==> config.mk <==
export PLATFORM = sky130hd
export DESIGN_NAME = mem_stage
export DESIGN_NICKNAME = d
export VERILOG_FILES = /design/src/rtl/mem_stage.sv
export SDC_FILE = /design/constraint.sdc
export NUM_CORES = 1
export LEC_CHECK = 0
export ABC_AREA = 0
export BUFFER_PORTS_ARGS = -buffer_cell sky130_fd_sc_hd__clkbuf_2
export CORE_MARGIN = 1.5
export CORE_UTILIZATION = 43
export DETAILED_ROUTE_END_ITERATION = 10
export PLACE_DENSITY = 0.74
export SLEW_MARGIN = 40
export SYNTH_ARGS = -nofsm -noshare
export SYNTH_HDL_FRONTEND = slang
export SYNTH_SLANG_ARGS = --single-unit
==> constraint.sdc <==
create_clock -name clk -period 1.85 [get_ports clk]
set_clock_uncertainty 0.2 [all_clocks]
set_input_delay 0.185 -clock clk [delete_from_list [all_inputs] [get_ports clk]]
set_output_delay 0.185 -clock clk [all_outputs]
set_load 0.02 [all_outputs]
==> src/rtl/mem_stage.sv <==
// mem_stage: memory-access stage between EX/MEM and MEM/WB.
// Issues one data-SRAM request at a time and extends load data.
module mem_stage (
    input  logic        clk,
    input  logic        resetn,
    input  logic        ex_valid,
    input  logic        ex_mem_req,
    input  logic        ex_mem_we,
    input  logic [31:0] ex_addr,
    input  logic [31:0] ex_wdata,
    input  logic [1:0]  ex_size,
    input  logic        ex_sign,
    input  logic        ex_has_ex,
    input  logic        wb_allowin,
    input  logic        flush,
    output logic        mem_allowin,
    output logic        mem_ready_go,
    output logic [31:0] mem_rdata,
    output logic        data_sram_req,
    output logic        data_sram_wr,
    output logic [1:0]  data_sram_size,
    output logic [3:0]  data_sram_wstrb,
    output logic [31:0] data_sram_addr,
    output logic [31:0] data_sram_wdata,
    input  logic        data_sram_addr_ok,
    input  logic        data_sram_data_ok,
    input  logic [31:0] data_sram_rdata
);

    typedef enum logic [2:0] {
        S_EMPTY,
        S_REQ,
        S_WAIT,
        S_DONE,
        S_DRAIN
    } state_e;

    state_e state_q, state_d;

    logic [31:0] addr_q, addr_d;
    logic [31:0] wdata_q, wdata_d;
    logic [1:0]  size_q, size_d;
    logic        sign_q, sign_d;
    logic        we_q, we_d;
    logic [31:0] rdata_q, rdata_d;

    logic        accept;
    logic        go_mem;
    logic [7:0]  byte_sel;
    logic [15:0] half_sel;
    logic [31:0] load_ext;

    assign accept = ex_valid & mem_allowin & ~flush;
    assign go_mem = ex_mem_req & ~ex_has_ex;

    always_ff @(posedge clk or negedge resetn) begin
        if (!resetn) begin
            state_q <= S_EMPTY;
        end else begin
            state_q <= state_d;
        end
    end

    always_comb begin
        state_d = state_q;
        unique case (state_q)
            S_EMPTY: begin
                if (accept) begin
                    state_d = go_mem ? S_REQ : S_DONE;
                end
            end
            S_REQ: begin
                if (flush) begin
                    state_d = data_sram_addr_ok ? S_DRAIN : S_EMPTY;
                end else if (data_sram_addr_ok) begin
                    state_d = S_WAIT;
                end
            end
            S_WAIT: begin
                if (flush) begin
                    state_d = data_sram_data_ok ? S_EMPTY : S_DRAIN;
                end else if (data_sram_data_ok) begin
                    state_d = S_DONE;
                end
            end
            S_DONE: begin
                // accept already implies wb_allowin and no flush
                if (accept) begin
                    state_d = go_mem ? S_REQ : S_DONE;
                end else if (flush || wb_allowin) begin
                    state_d = S_EMPTY;
                end
            end
            S_DRAIN: begin
                if (data_sram_data_ok) begin
                    state_d = S_EMPTY;
                end
            end
            default: state_d = S_EMPTY;
        endcase
    end

    always_comb begin
        mem_allowin   = 1'b0;
        mem_ready_go  = 1'b0;
        data_sram_req = 1'b0;
        unique case (state_q)
            S_EMPTY: mem_allowin = 1'b1;
            S_REQ:   data_sram_req = 1'b1;
            S_DONE: begin
                mem_allowin  = wb_allowin;
                mem_ready_go = ~flush;
            end
            default: ;
        endcase
    end

    always_comb begin
        byte_sel = data_sram_rdata[{addr_q[1:0], 3'b000} +: 8];
        half_sel = data_sram_rdata[{addr_q[1], 4'b0000} +: 16];
        unique case (size_q)
            2'd0:    load_ext = {{24{sign_q & byte_sel[7]}}, byte_sel};
            2'd1:    load_ext = {{16{sign_q & half_sel[15]}}, half_sel};
            default: load_ext = data_sram_rdata;
        endcase
    end

    always_comb begin
        addr_d  = addr_q;
        wdata_d = wdata_q;
        size_d  = size_q;
        sign_d  = sign_q;
        we_d    = we_q;
        rdata_d = rdata_q;
        if (accept) begin
            addr_d  = ex_addr;
            wdata_d = ex_wdata;
            size_d  = ex_size;
            sign_d  = ex_sign;
            we_d    = ex_mem_we;
            rdata_d = 32'h0;
        end
        // a response that races a flush is dropped with the instruction
        if (state_q == S_WAIT && data_sram_data_ok && !flush) begin
            rdata_d = we_q ? 32'h0 : load_ext;
        end
    end

    always_ff @(posedge clk or negedge resetn) begin
        if (!resetn) begin
            addr_q  <= 32'h0;
            wdata_q <= 32'h0;
            size_q  <= 2'd0;
            sign_q  <= 1'b0;
            we_q    <= 1'b0;
            rdata_q <= 32'h0;
        end else begin
            addr_q  <= addr_d;
            wdata_q <= wdata_d;
            size_q  <= size_d;
            sign_q  <= sign_d;
            we_q    <= we_d;
            rdata_q <= rdata_d;
        end
    end

    always_comb begin
        data_sram_wdata = wdata_q;
        unique case (size_q)
            2'd0: begin
                data_sram_wstrb = 4'b0001 << addr_q[1:0];
                data_sram_wdata = {4{wdata_q[7:0]}};
            end
            2'd1: begin
                data_sram_wstrb = addr_q[1] ? 4'b1100 : 4'b0011;
                data_sram_wdata = {2{wdata_q[15:0]}};
            end
            default: data_sram_wstrb = 4'b1111;
        endcase
        if (!we_q) begin
            data_sram_wstrb = 4'b0000;
        end
    end

    assign data_sram_wr   = we_q;
    assign data_sram_size = size_q;
    assign data_sram_addr = addr_q;
    assign mem_rdata      = rdata_q;

endmodule

=== Yosys cells after proc, flatten, opt, wreduce, memory -nomap -nowiden ===
Cells that the tools add are included.

* Reductions and logical operators: 8
* Bitwise gates (word level): 7
* Shift operators: 3
* Equal/unequal tests: 10
* Multiplexer cells: 23

{| class="wikitable"
|+ Operators by type and width
! cell !! count
|-
| one-hot mux 32 bit (2 select lines) || 2
|-
| two-way mux 32 bit || 3
|-
| variable part select 32 x 6 -> 16 bit || 1
|-
| variable part select 32 x 6 -> 8 bit || 1
|-
| two-way mux 3 bit || 10
|-
| one-hot mux 3 bit (5 select lines) || 1
|-
| inequality test 3 bit, second input constant || 3
|-
| two-way mux 4 bit || 2
|-
| one-hot mux 4 bit (2 select lines) || 1
|-
| equality test 3 x 2 -> 1 bit, second input constant || 2
|-
| AND 1 bit || 5
|-
| AND reduction 5 bit || 1
|-
| inequality test 2 bit, second input constant || 2
|-
| left shift 1 x 2 -> 4 bit, first input constant || 1
|-
| equality test 3 x 1 -> 1 bit, second input constant || 1
|-
| equality test 3 bit, second input constant || 1
|-
| logical NOT 3 bit || 1
|-
| equality test 2 x 1 -> 1 bit, second input constant || 1
|-
| logical AND 1 bit || 2
|-
| logical NOT 2 bit || 1
|-
| two-way mux 1 bit || 2
|-
| two-way mux 2 bit || 1
|-
| inverter 1 bit || 2
|-
| one-hot mux 1 bit (2 select lines) || 1
|-
| 3 further kinds || 3
|}

* Word-level logic and storage cells: 58
* Bits of input ports: 109
* Bits in registers: 103
* Output and inout bits: 106

=== Logic depth before layout (Yosys ltp) ===
Gate-level depths: netlist of run 1.

* Word-level depth: 6
* Mapped depth: 6
* Gate-level depth less buffers: 4

=== Least setup slack after synthesis of run 1 ===
OpenSTA, ideal clock, no wires.

* Path kind: reg2out
* Start point: register size_q[0], in the netlist data_sram_size[0]
* End point: output data_sram_wstrb[3]
* Setup slack: -413 ps
* Path buffers: 2
* Data arrival time: 1878 ps
* Stages on the path, launching flop included: 5
* Data required time: 1465 ps
* Cells stage by stage: dfrtp_1 -> clkbuf_1 -> clkbuf_1 -> o21ai_0 -> a21boi_0

* Word-level cells in the longest chain between the ends: 3
* Elaborated cells on any way between the ends: 4
* Those cells by class: eq/ne (1); mux (2); reduce/logical (1)

{| class="wikitable"
|+ Ends and longest elaborated chain
! what !! RTL line !! RTL
|-
| start: declaration || 42 || <nowiki>logic [1:0] size_q, size_d;</nowiki>
|-
| start signal: assignment || 160 || <nowiki>size_q <= size_d;</nowiki>
|-
| equality test 2 x 1 -> 1 bit / logical NOT 2 bit (equally long branches) || 169 || <nowiki>unique case (size_q)</nowiki>
|-
| one-hot mux 4 bit (2 select lines) (*) || 169 ||
|-
| two-way mux 4 bit (*) || 180 || <nowiki>if (!we_q) begin</nowiki>
|-
| end: declaration || 22 || <nowiki>output logic [3:0] data_sram_wstrb,</nowiki>
|}

Every way passes the cells marked *; elsewhere a longest branch is shown, timed or not.

=== Worst setup path in the final report of run 1 ===
* Start point: register addr_q[1], in the netlist data_sram_addr[1]
* End point: register rdata_q[29], in the netlist mem_rdata[29]

* Word-level cells in the longest chain between the ends: 5
* Elaborated cells on any way between the ends: 7
* Those cells by class: shift (2); mux (3); bitwise (2)

{| class="wikitable"
|+ Ends and longest elaborated chain
! what !! RTL line !! RTL
|-
| start: declaration || 40 || <nowiki>logic [31:0] addr_q, addr_d;</nowiki>
|-
| start signal: assignment || 158 || <nowiki>addr_q <= addr_d;</nowiki>
|-
| variable part select 32 x 6 -> 16 bit / variable part select 32 x 6 -> 8 bit (equally long branches) || 120, 119 ||
|-
| AND 1 bit, on equally long branches || 123, 122 ||
|-
| one-hot mux 32 bit (2 select lines) (*) || 121 || <nowiki>unique case (size_q)</nowiki>
|-
| two-way mux 32 bit (*) || 145 || <nowiki>rdata_d = we_q ? 32'h0 : load_ext;</nowiki>
|-
| two-way mux 32 bit (*) || 144 || <nowiki>if (state_q == S_WAIT && data_sram_data_ok && !flush) begin</nowiki>
|-
| end signal: assignment || 163 || <nowiki>rdata_q <= rdata_d;</nowiki>
|-
| end: declaration || 45 || <nowiki>logic [31:0] rdata_q, rdata_d;</nowiki>
|}

Marked as above.
A chain may end at the register's enable or synchronous reset.

==> flow_metrics.py, run 1 <==
metrics = {
    "status": {
        "status": "finished, violations left",
        "violations": "negative hold slack, negative setup slack",
    },
    "route": {
        "viasPerCell": 5.49,
        "drt_iter0_drc": 447,
        "drt.antenna.violating_nets": 0,
        "wl_per_cell_um": 19.6,
        "via_count": 4874,
        "drc_errors": 0,
        "first_pass_iters": 5,
        "wl_um": 17400,
    },
    "setup_path": {
        "crit_arrival_ns": 1.96,
        "worst_path_largest_cell_delay_ns": 0.54,
        "worstPathRequired_ns": 1.88,
        "crit_chain": "mux4_2, nand2_2, a2111oi_4, buf_12, a221o_2",
        "crit_fanout": 16,
        "cp-end-kind": "register",
        "cpMaxStageDelayCell": "mux4_2",
        "crit_type": "register to register",
        "start_kind": "register",
    },
    "timing": {
        "slew_headroom": 0.675,
        "rsz0062_at_grt": "yes",
        "drv_slew": 0,
        "worst_slew_pin_slew_ns": 0.487,
        "worst_hold_slack_ns": -0.0573,
        "period_minus_slack_ns": 1.93,
        "tns_ns": -1.90,
        "hold_viol_final": 1,
        "fin_crit_sh": 1.05,
        "setup-violations-final": 70,
        "setup_ws_ns": -0.0849,
        "fmax_mhz": 517,
    },
    "floorplanning": {
        "fp-row-count": 39,
        "core_area_um2": 11500,
        "design.portCount": 215,
        "dieArea_um2": 12400,
        "die-height_um": 112,
        "dieWidth_um": 112,
        "start_util": 0.442,
    },
    "power_and_ir_drop": {
        "leakagePower_nw": 3.98,
        "ir_drop_v": 0.00159,
        "p_total_mw": 14.2,
        "power.density_nw_per_um2": 1770,
    },
    "clock_network": {
        "cts_tree": "done",
        "cts_hold_buffers": 88,
        "cts_buffers": 9,
        "path_clk_slew_ns": 0.07,
        "max-clock-path-buffers": 2,
        "clkSinkCount": 103,
        "clockRootBuffer": "clkbuf_16",
        "htree_levels": 3,
        "clk_latency_ns": 0.35,
    },
    "global_routing": {
        "grt_overflow": 0,
        "grt_pass1_vias": 5122,
        "grt_pass1_wl_um": 26700,
        "grt_start_max_net_pins": 46,
        "antenna_found_initial": 0,
        "grtUsageTotal": 0.273,
    },
    "finish": {
        "final_nets": 848,
        "final_util": 0.700,
        "final_cell_mix": "200 x clkbuf_2, 97 x dfrtp_1, 88 x dlygate4sd3_1, 74 x mux2_2, 31 x nand2_1",
        "syn_to_final_growth_pct": 58.6,
        "final_common_cell": "clkbuf_2",
        "n_fill_cell": 772,
        "finalInstanceArea_um2": 8030,
        "layout-drive-gt1-share": 0.551,
        "num_antenna_cells": 0,
        "instances_no_fill": 887,
    },
    "synthesis": {
        "synth_seq_cells": 103,
        "syn_nets": 526,
        "synth_area_um2": 5060,
        "synth_edf_count": 0,
        "async_reset_ff_frac": 1.00,
        "synthCells": 417,
        "syn_area_per_cell_um2": 12.1,
        "ys_seq_area_frac": 0.509,
        "synthFlopType": "dfrtp_1",
        "ys_warn_count": 0,
        "ys_types": 41,
    },
    "min_path": {
        "holdCritPathClass": "input port to register",
    },
    "placed_design": {
        "place_ws_ns": -0.0750,
        "place_inst": 771,
        "dpl.hpwl_um": 11000,
        "gp_congestion": 0.891,
        "port_buffers": 214,
        "placed_area_um2": 6480,
    },
    "flow_run": {
        "max_cap_viol_count": 0,
    },
}
==> logic make-up after synthesis <==
kind of cell,synth area share
flops,0.509
mux,0.222
compound gates,0.140
simple gates,0.0761
buf+inv,0.0521
==> critical path: cells and delay by family, from the launching register on <==
kind / cells / cell delay, ns
flops: 1 / 0.39
mux: 1 / 0.54
buf+inv: 1 / 0.17
compound gates: 2 / 0.40
simple gates: 1 / 0.11
==> where the power goes <==
part           total [mW]  leakage (nW)  switching (mW)  internal (mW)
clock                1.83         0.139           0.840          0.990
sequential           4.17          1.27           0.853           3.32
combinational        8.23          2.57            4.51           3.72
==> state kept, by name, indices dropped and copies added (netlist names) <==
register and cells:
data_sram_addr 32, data_sram_size 2, data_sram_wr 1, mem_rdata 32, sign_q 1, state_q 3, wdata_q 32
==> path summary, 6_finish.rpt <==
path / endpoint / cells past startpoint / from / slack (ns)
worst max-delay path: mem_rdata[29] / 5 / data_sram_addr[1] / -0.08
worst min-delay path: mem_rdata[31] / 2 / data_sram_rdata[31] / -0.06
worst max register to register: mem_rdata[29] / 5 / data_sram_addr[1] / -0.08
worst min register to register: mem_rdata[5] / 1 / mem_rdata[5] / 0.29
max in group asynchronous: mem_rdata[13] / 3 / resetn / 0.63
min in group asynchronous: mem_rdata[5] / 3 / resetn / 0.16
==> cells in the mapped netlist, drive strengths merged (9+ instances only) <==
library cell	instances	area, um^2
dfrtp	103	2580
mux2	76	856
nand2	38	145
buf	25	163
a221o	24	253
nor2	19	73.8
o21ai	19	95.1
clkbuf	14	52.6
inv	13	48.8
nand3	10	62.6
mux2i	9	90.1
==> metal layers <==
| metal | up-vias | part of all wire | GRT usage | wire length, um |
|---|---|---|---|---|
| met5 | - | 0 | 0 | 0 |
| met4 | 0 | 0.025 | 0.104 | 439 |
| met3 | 39 | 0.080 | 0.0757 | 1400 |
| met2 | 259 | 0.50 | 0.472 | 8760 |
| met1 | 2398 | 0.39 | 0.324 | 6820 |
| li1 | 2178 | - | - | - |
==> final cells by class <==
| cell class | count | area (um^2) | share of cell area |
|---|---|---|---|
| clock inverters | 4 | 30.0 | 0.00374 |
| inverters | 13 | 48.8 | 0.00608 |
| clock buffers | 12 | 256 | 0.0319 |
| well taps | 143 | 179 | 0.0223 |
| multi-input cells | 262 | 2360 | 0.294 |
| flip-flops and latches | 103 | 2580 | 0.322 |
| repair buffers | 350 | 2570 | 0.321 |
==> timing repair <==
item | in CTS | in global routing
endpoints found under the hold margin | 190 | 1
gates resized for setup | 32 | 41
pin swaps | 7 | 7
setup endpoints to repair | 71 | 106
setup buffers | 3 | 4
gates cloned | 1 | 4
Note: power is estimated with default switching activity, not from simulation.
==> run 2, diff against run 1 <==
--- a/config.mk
+++ b/config.mk
@@ -7,7 +7,6 @@
 export LEC_CHECK = 0
 export ABC_AREA = 0
 export BUFFER_PORTS_ARGS = -buffer_cell sky130_fd_sc_hd__clkbuf_2
-export CORE_MARGIN = 1.5
 export CORE_UTILIZATION = 43
 export DETAILED_ROUTE_END_ITERATION = 10
 export PLACE_DENSITY = 0.74
==> flow_metrics.py, run 2 (same netlist as run 1, synthesis figures left out) <==
metrics = {
    "power_and_ir_drop": {
        "power_frac_seq": 0.265,
        "comb_power_share": 0.620,
        "sw_frac_of_total": 0.422,
        "ir_drop_v": 0.00128,
        "p_switching_mw": 6.69,
        "power.density_nw_per_um2": 1850,
        "p_int_mw": 9.18,
        "leakagePower_nw": 4.24,
        "clkPwrFrac": 0.115,
    },
    "route": {
        "wl_per_cell_um": 20.7,
        "wl_um": 18600,
        "drc_errors": 0,
        "drt_iter0_drc": 380,
        "via_count": 5021,
        "first_pass_iters": 5,
        "drt.antenna.violating_nets": 0,
        "viasPerCell": 5.60,
    },
    "finish": {
        "finalInstanceArea_um2": 8590,
        "syn_to_final_growth_pct": 69.7,
        "final_util": 0.749,
        "instances_no_fill": 897,
        "final_nets": 858,
        "final_common_cell": "clkbuf_2",
        "num_antenna_cells": 0,
        "final_cell_mix": "187 x clkbuf_2, 96 x dfrtp_1, 89 x dlygate4sd3_1, 59 x mux2_2, 29 x buf_4",
        "layout-drive-gt1-share": 0.589,
    },
    "setup_path": {
        "cpMaxStageDelayCell": "mux4_2",
        "worst_path_largest_cell_delay_ns": 0.55,
        "reg2reg_from": "data_sram_addr[1]",
        "cp-end-kind": "register",
        "r2r_end": "mem_rdata[10]",
        "worstPathRequired_ns": 1.89,
        "crit_type": "register to register",
        "crit_chain": "mux4_2, nand3_1, a31oi_1, a21o_1",
        "start_kind": "register",
        "crit_fanout": 8,
        "r2r_cells": 4,
        "reg2reg_slack_ns": -0.14,
        "crit_arrival_ns": 2.04,
    },
    "timing": {
        "fmax_mhz": 502,
        "worst_hold_slack_ns": 0.0109,
        "hold_viol_final": 0,
        "worst_slew_pin_slew_ns": 0.425,
        "slew_headroom": 0.716,
        "drv_slew": 0,
        "period_minus_slack_ns": 1.99,
        "tns_ns": -4.70,
        "setup_ws_ns": -0.144,
        "setup-violations-final": 74,
        "fin_crit_sh": 1.08,
        "rsz0062_at_grt": "yes",
    },
    "global_routing": {
        "grt_pass1_wl_um": 27900,
        "grtUsageTotal": 0.293,
        "met1_usage": 0.351,
        "grt_pass1_vias": 5161,
        "grt_start_max_net_pins": 50,
        "grt_util_met2": 0.507,
        "gr-usage-met3": 0.0714,
        "grt_overflow": 0,
        "busiest_layer": "met2",
        "antenna_found_initial": 0,
    },
    "placed_design": {
        "port_buffers": 214,
        "dpl.hpwl_um": 10500,
        "gp_congestion": 0.882,
        "placed_area_um2": 6440,
        "place_inst": 762,
    },
    "min_path": {
        "hp-start": "data_sram_data_ok",
        "holdCritPathClass": "input port to register",
        "hold_path_end": "state_q[2]",
        "min_path_cells": 3,
    },
    "status": {
        "status": "finished, violations left",
        "violations": "negative setup slack",
    },
    "clock_network": {
        "clk_latency_ns": 0.35,
        "clockRootBuffer": "clkbuf_16",
        "cts_tree": "done",
        "cts_buffers": 9,
        "max-clock-path-buffers": 2,
        "clkSinkCount": 103,
        "path_clk_slew_ns": 0.07,
        "htree_levels": 3,
    },
    "floorplanning": {
        "die-height_um": 111,
        "start_util": 0.442,
        "dieArea_um2": 12200,
        "fp-row-count": 39,
        "dieWidth_um": 111,
        "design.portCount": 215,
        "core_area_um2": 11500,
    },
    "flow_run": {
        "max_cap_viol_count": 0,
    },
}
-- run 2: changes by cell type in the layout (fill, tap and decap cells not counted), moves of 7 or more --
| cell | previous run | this run |
|---|---|---|
| buf_12 | 7 | 15 |
| clkbuf_8 | 3 | 12 |
| mux2_2 | 74 | 59 |
| nand2_1 | 31 | 22 |
| nand2_2 | 6 | 13 |
| mux2_4 | 2 | 17 |
| o2bb2ai_1 | 7 | 0 |
| o2bb2ai_2 | 1 | 8 |
| clkbuf_2 | 200 | 187 |
-- run 2: worst max path at each step --
stage	from	to	cells past startpoint
floorplan	data_sram_addr[1]	mem_rdata[21]	6
global placement	data_sram_addr[1]	mem_rdata[29]	5
detailed placement	data_sram_addr[1]	mem_rdata[30]	6
CTS	data_sram_size[1]	data_sram_wdata[15]	7
global route	data_sram_size[1]	mem_rdata[16]	6
finish	data_sram_addr[1]	mem_rdata[10]	4
-- run 2: layout make-up --
cell class	instances	area, um^2
clock inverter	4	30.0
tap	143	179
multi-input combinational	262	2530
clock buffer	12	246
timing repair buffer	360	2970
fill	679	2870
sequential	103	2590
inverter	13	58.8
-- run 2: power groups by stage --
stage	Clock, mW	Sequential (mW)	Combinational [mW]
after global routing	1.95	4.31	10.3
after floorplan	0	4.72	4.05
after detailed placement	0	4.08	7.05
final	1.83	4.20	9.84
after global placement	0	4.01	6.91
after CTS	1.85	4.07	8.76
-- run 2: worst max-delay path, delay by kind of cell (launching register included) --
| kind | cells | cell delay [ns] |
|---|---|---|
| mux | 1 | 0.55 |
| flops | 1 | 0.39 |
| simple gates | 1 | 0.33 |
| compound gates | 2 | 0.41 |
-- run 2: stage by stage --
| step | setup WS [ns] | power, mW |
|---|---|---|
| 2_1_floorplan | -0.150 | 8.77 |
| 3_3_place_gp | -0.00349 | 10.9 |
| 3_5_place_dp | -0.0867 | 11.1 |
| 4_1_cts | -0.0703 | 14.7 |
| 5_1_grt | -0.186 | 16.6 |
| 6_report | -0.144 | 15.9 |
-- run 2: layer usage --
metal | wire, um | vias up
li1 | - | 2195
met1 | 7000 | 2473
met2 | 9590 | 300
met3 | 1460 | 53
met4 | 562 | 0
met5 | 0 | -
-- run 2: what timing repair did --
action	in CTS	in global routing
setup endpoints to repair	122	118
hold buffers	89	0
resized for setup	70	93
setup buffers	13	10
pin swaps	10	13
hold endpoints to repair	191	0
gates cloned	7	4
==> run 3, diff against run 2 <==
--- a/config.mk
+++ b/config.mk
@@ -7,10 +7,10 @@
 export LEC_CHECK = 0
 export ABC_AREA = 0
 export BUFFER_PORTS_ARGS = -buffer_cell sky130_fd_sc_hd__clkbuf_2
-export CORE_UTILIZATION = 43
+export CORE_UTILIZATION = 48
 export DETAILED_ROUTE_END_ITERATION = 10
-export PLACE_DENSITY = 0.74
-export SLEW_MARGIN = 40
+export PLACE_DENSITY = 0.78
+export SLEW_MARGIN = 20
 export SYNTH_ARGS = -nofsm -noshare
 export SYNTH_HDL_FRONTEND = slang
 export SYNTH_SLANG_ARGS = --single-unit
==> constraint.sdc (replaced) <==
create_clock -name clk -period 2.15 [get_ports clk]
set_clock_uncertainty 0.2 [all_clocks]
set_input_delay 0.215 -clock clk [delete_from_list [all_inputs] [get_ports clk]]
set_output_delay 0.215 -clock clk [all_outputs]
set_load 0.02 [all_outputs]
==> flow_metrics.py, run 3 (same netlist as run 1, synthesis figures left out) <==
metrics = {
    "global_routing": {
        "grt_start_max_net_pins": 69,
        "grtUsageTotal": 0.305,
        "grt_overflow": 0,
        "grt_pass1_wl_um": 25800,
        "grt_pass1_vias": 4995,
        "antenna_found_initial": 0,
    },
    "setup_path": {
        "crit_fanout": 26,
        "reg2reg_slack_ns": 0.12,
        "crit_chain": "buf_12, buf_16, mux2_2, buf_4",
        "crit_type": "register to output port",
        "path_delay_family": "buffers and inverters",
        "cpMaxStageDelayCell": "dfrtp_1",
        "startpoint": "data_sram_size[1]",
        "crit_arrival_ns": 1.68,
        "endpoint": "data_sram_wdata[17]",
        "start_kind": "register",
        "reg2reg_from": "state_q[0]",
        "worstPathRequired_ns": 1.74,
        "cp-end-kind": "output port",
        "r2r_cells": 4,
        "cp_num_cells": 4,
        "r2r_end": "wdata_q[3]",
        "crit_buf_inv": 3,
        "worst_path_largest_cell_delay_ns": 0.40,
    },
    "timing": {
        "drv_slew": 0,
        "fmax_mhz": 478,
        "worst_slew_pin_slew_ns": 0.487,
        "setup-violations-final": 0,
        "tns_ns": 0,
        "rsz0062_at_grt": "no",
        "slew_headroom": 0.675,
        "period_minus_slack_ns": 2.09,
        "worst_hold_slack_ns": 0.0324,
        "fin_crit_sh": 0.973,
        "hold_viol_final": 0,
    },
    "flow_run": {
        "max_cap_viol_count": 0,
    },
    "clock_network": {
        "clk_latency_ns": 0.37,
        "cts_tree": "done",
        "max-clock-path-buffers": 2,
        "clockRootBuffer": "clkbuf_8",
        "htree_levels": 3,
        "clkSinkCount": 103,
        "path_clk_slew_ns": 0.10,
        "cts_buffers": 9,
    },
    "finish": {
        "instances_no_fill": 855,
        "syn_to_final_growth_pct": 47.6,
        "layout-drive-gt1-share": 0.495,
        "num_antenna_cells": 0,
        "final_cell_mix": "212 x clkbuf_2, 102 x dfrtp_1, 89 x dlygate4sd3_1, 76 x mux2_2, 36 x nand2_1",
        "final_nets": 823,
        "final_common_cell": "clkbuf_2",
    },
    "floorplanning": {
        "dieWidth_um": 105,
        "design.portCount": 215,
        "die-height_um": 105,
        "dieArea_um2": 11000,
        "start_util": 0.493,
        "fp-row-count": 37,
        "core_area_um2": 10300,
    },
    "route": {
        "drc_errors": 0,
        "via_count": 4794,
        "first_pass_iters": 5,
        "wl_um": 16300,
        "drt_iter0_drc": 253,
        "wl_per_cell_um": 19.0,
        "viasPerCell": 5.61,
        "drt.antenna.violating_nets": 0,
    },
    "placed_design": {
        "place_inst": 749,
        "dpl.hpwl_um": 10300,
        "gp_congestion": 0.887,
        "port_buffers": 214,
    },
    "power_and_ir_drop": {
        "ir_drop_v": 0.000846,
        "leakagePower_nw": 3.74,
        "power.density_nw_per_um2": 1470,
    },
    "min_path": {
        "holdCritPathClass": "input port to register",
    },
    "status": {
        "status": "complete, no violations",
    },
}
-- run 3: changes by cell type in the layout (fill, tap and decap cells not counted), sizes merged --
cell / before / now
clkinv: 2 / 3
clkbuf: 213 / 223
bufbuf: 2 / 0
clkinvlp: 1 / 0
buf: 68 / 24
inv: 14 / 15
-- run 3: power breakdown --
part	internal, mW	total, mW	switching [mW]
combinational	2.61	6.25	3.63
clock	0.496	1.21	0.711
sequential	2.84	3.54	0.698
total	5.95	11.0	5.04
-- run 3: routing by layer --
metal,share of wire,track usage,up-vias
li1,-,-,2115
met1,0.38,0.361,2348
met3,0.078,0.0730,49
met5,0,0,-
met4,0.040,0.151,0
met2,0.50,0.519,282
-- run 3: worst min path at each step --
stage / from / to / slack [ns] / depth (start not counted)
5_1_grt: data_sram_rdata[5] / mem_rdata[5] / 0.03 / 4
2_1_floorplan: resetn / data_sram_addr[0] / -0.28 / 0
3_5_place_dp: resetn / mem_rdata[2] / 0.006 / 2
3_3_place_gp: resetn / mem_rdata[2] / 0.005 / 2
6_report: data_sram_rdata[6] / mem_rdata[6] / 0.03 / 4
4_1_cts: data_sram_rdata[6] / mem_rdata[6] / 0.01 / 4
-- run 3: area by class of cell --
class | count | area [um^2]
Fill cell | 699 | 2800
Sequential cell | 103 | 2580
Multi-Input combinational cell | 262 | 2250
Timing Repair Buffer | 325 | 2230
Tap cell | 136 | 170
Clock buffer | 11 | 151
Inverter | 13 | 48.8
Clock inverter | 5 | 40.0
-- run 3: repair_timing --
item	4_1_cts	5_1_grt
endpoints found under the setup margin	36	17
hold buffers	89	0
resized for setup	6	10
pin swaps	1	0
hold endpoints to repair	191	0
setup buffers	1	0
-- run 3: metrics by stage --
step                 util  area (um^2)  setup slack [ns]  total power, mW
global placement    0.614         6310           -0.0291             9.22
finish              0.727         7470            0.0579             11.0
global route        0.727         7470          0.000322             11.5
floorplan               -         5060          -0.00305             7.42
detailed placement  0.614         6310            -0.139             9.38
CTS                 0.723         7430           0.00827             10.8
-- run 3: worst min-delay path, cell delays in order --
cell and delay [ns]:
clkbuf_2 0.11, inv_1 0.06, a221o_1 0.13, o2bb2ai_1 0.05
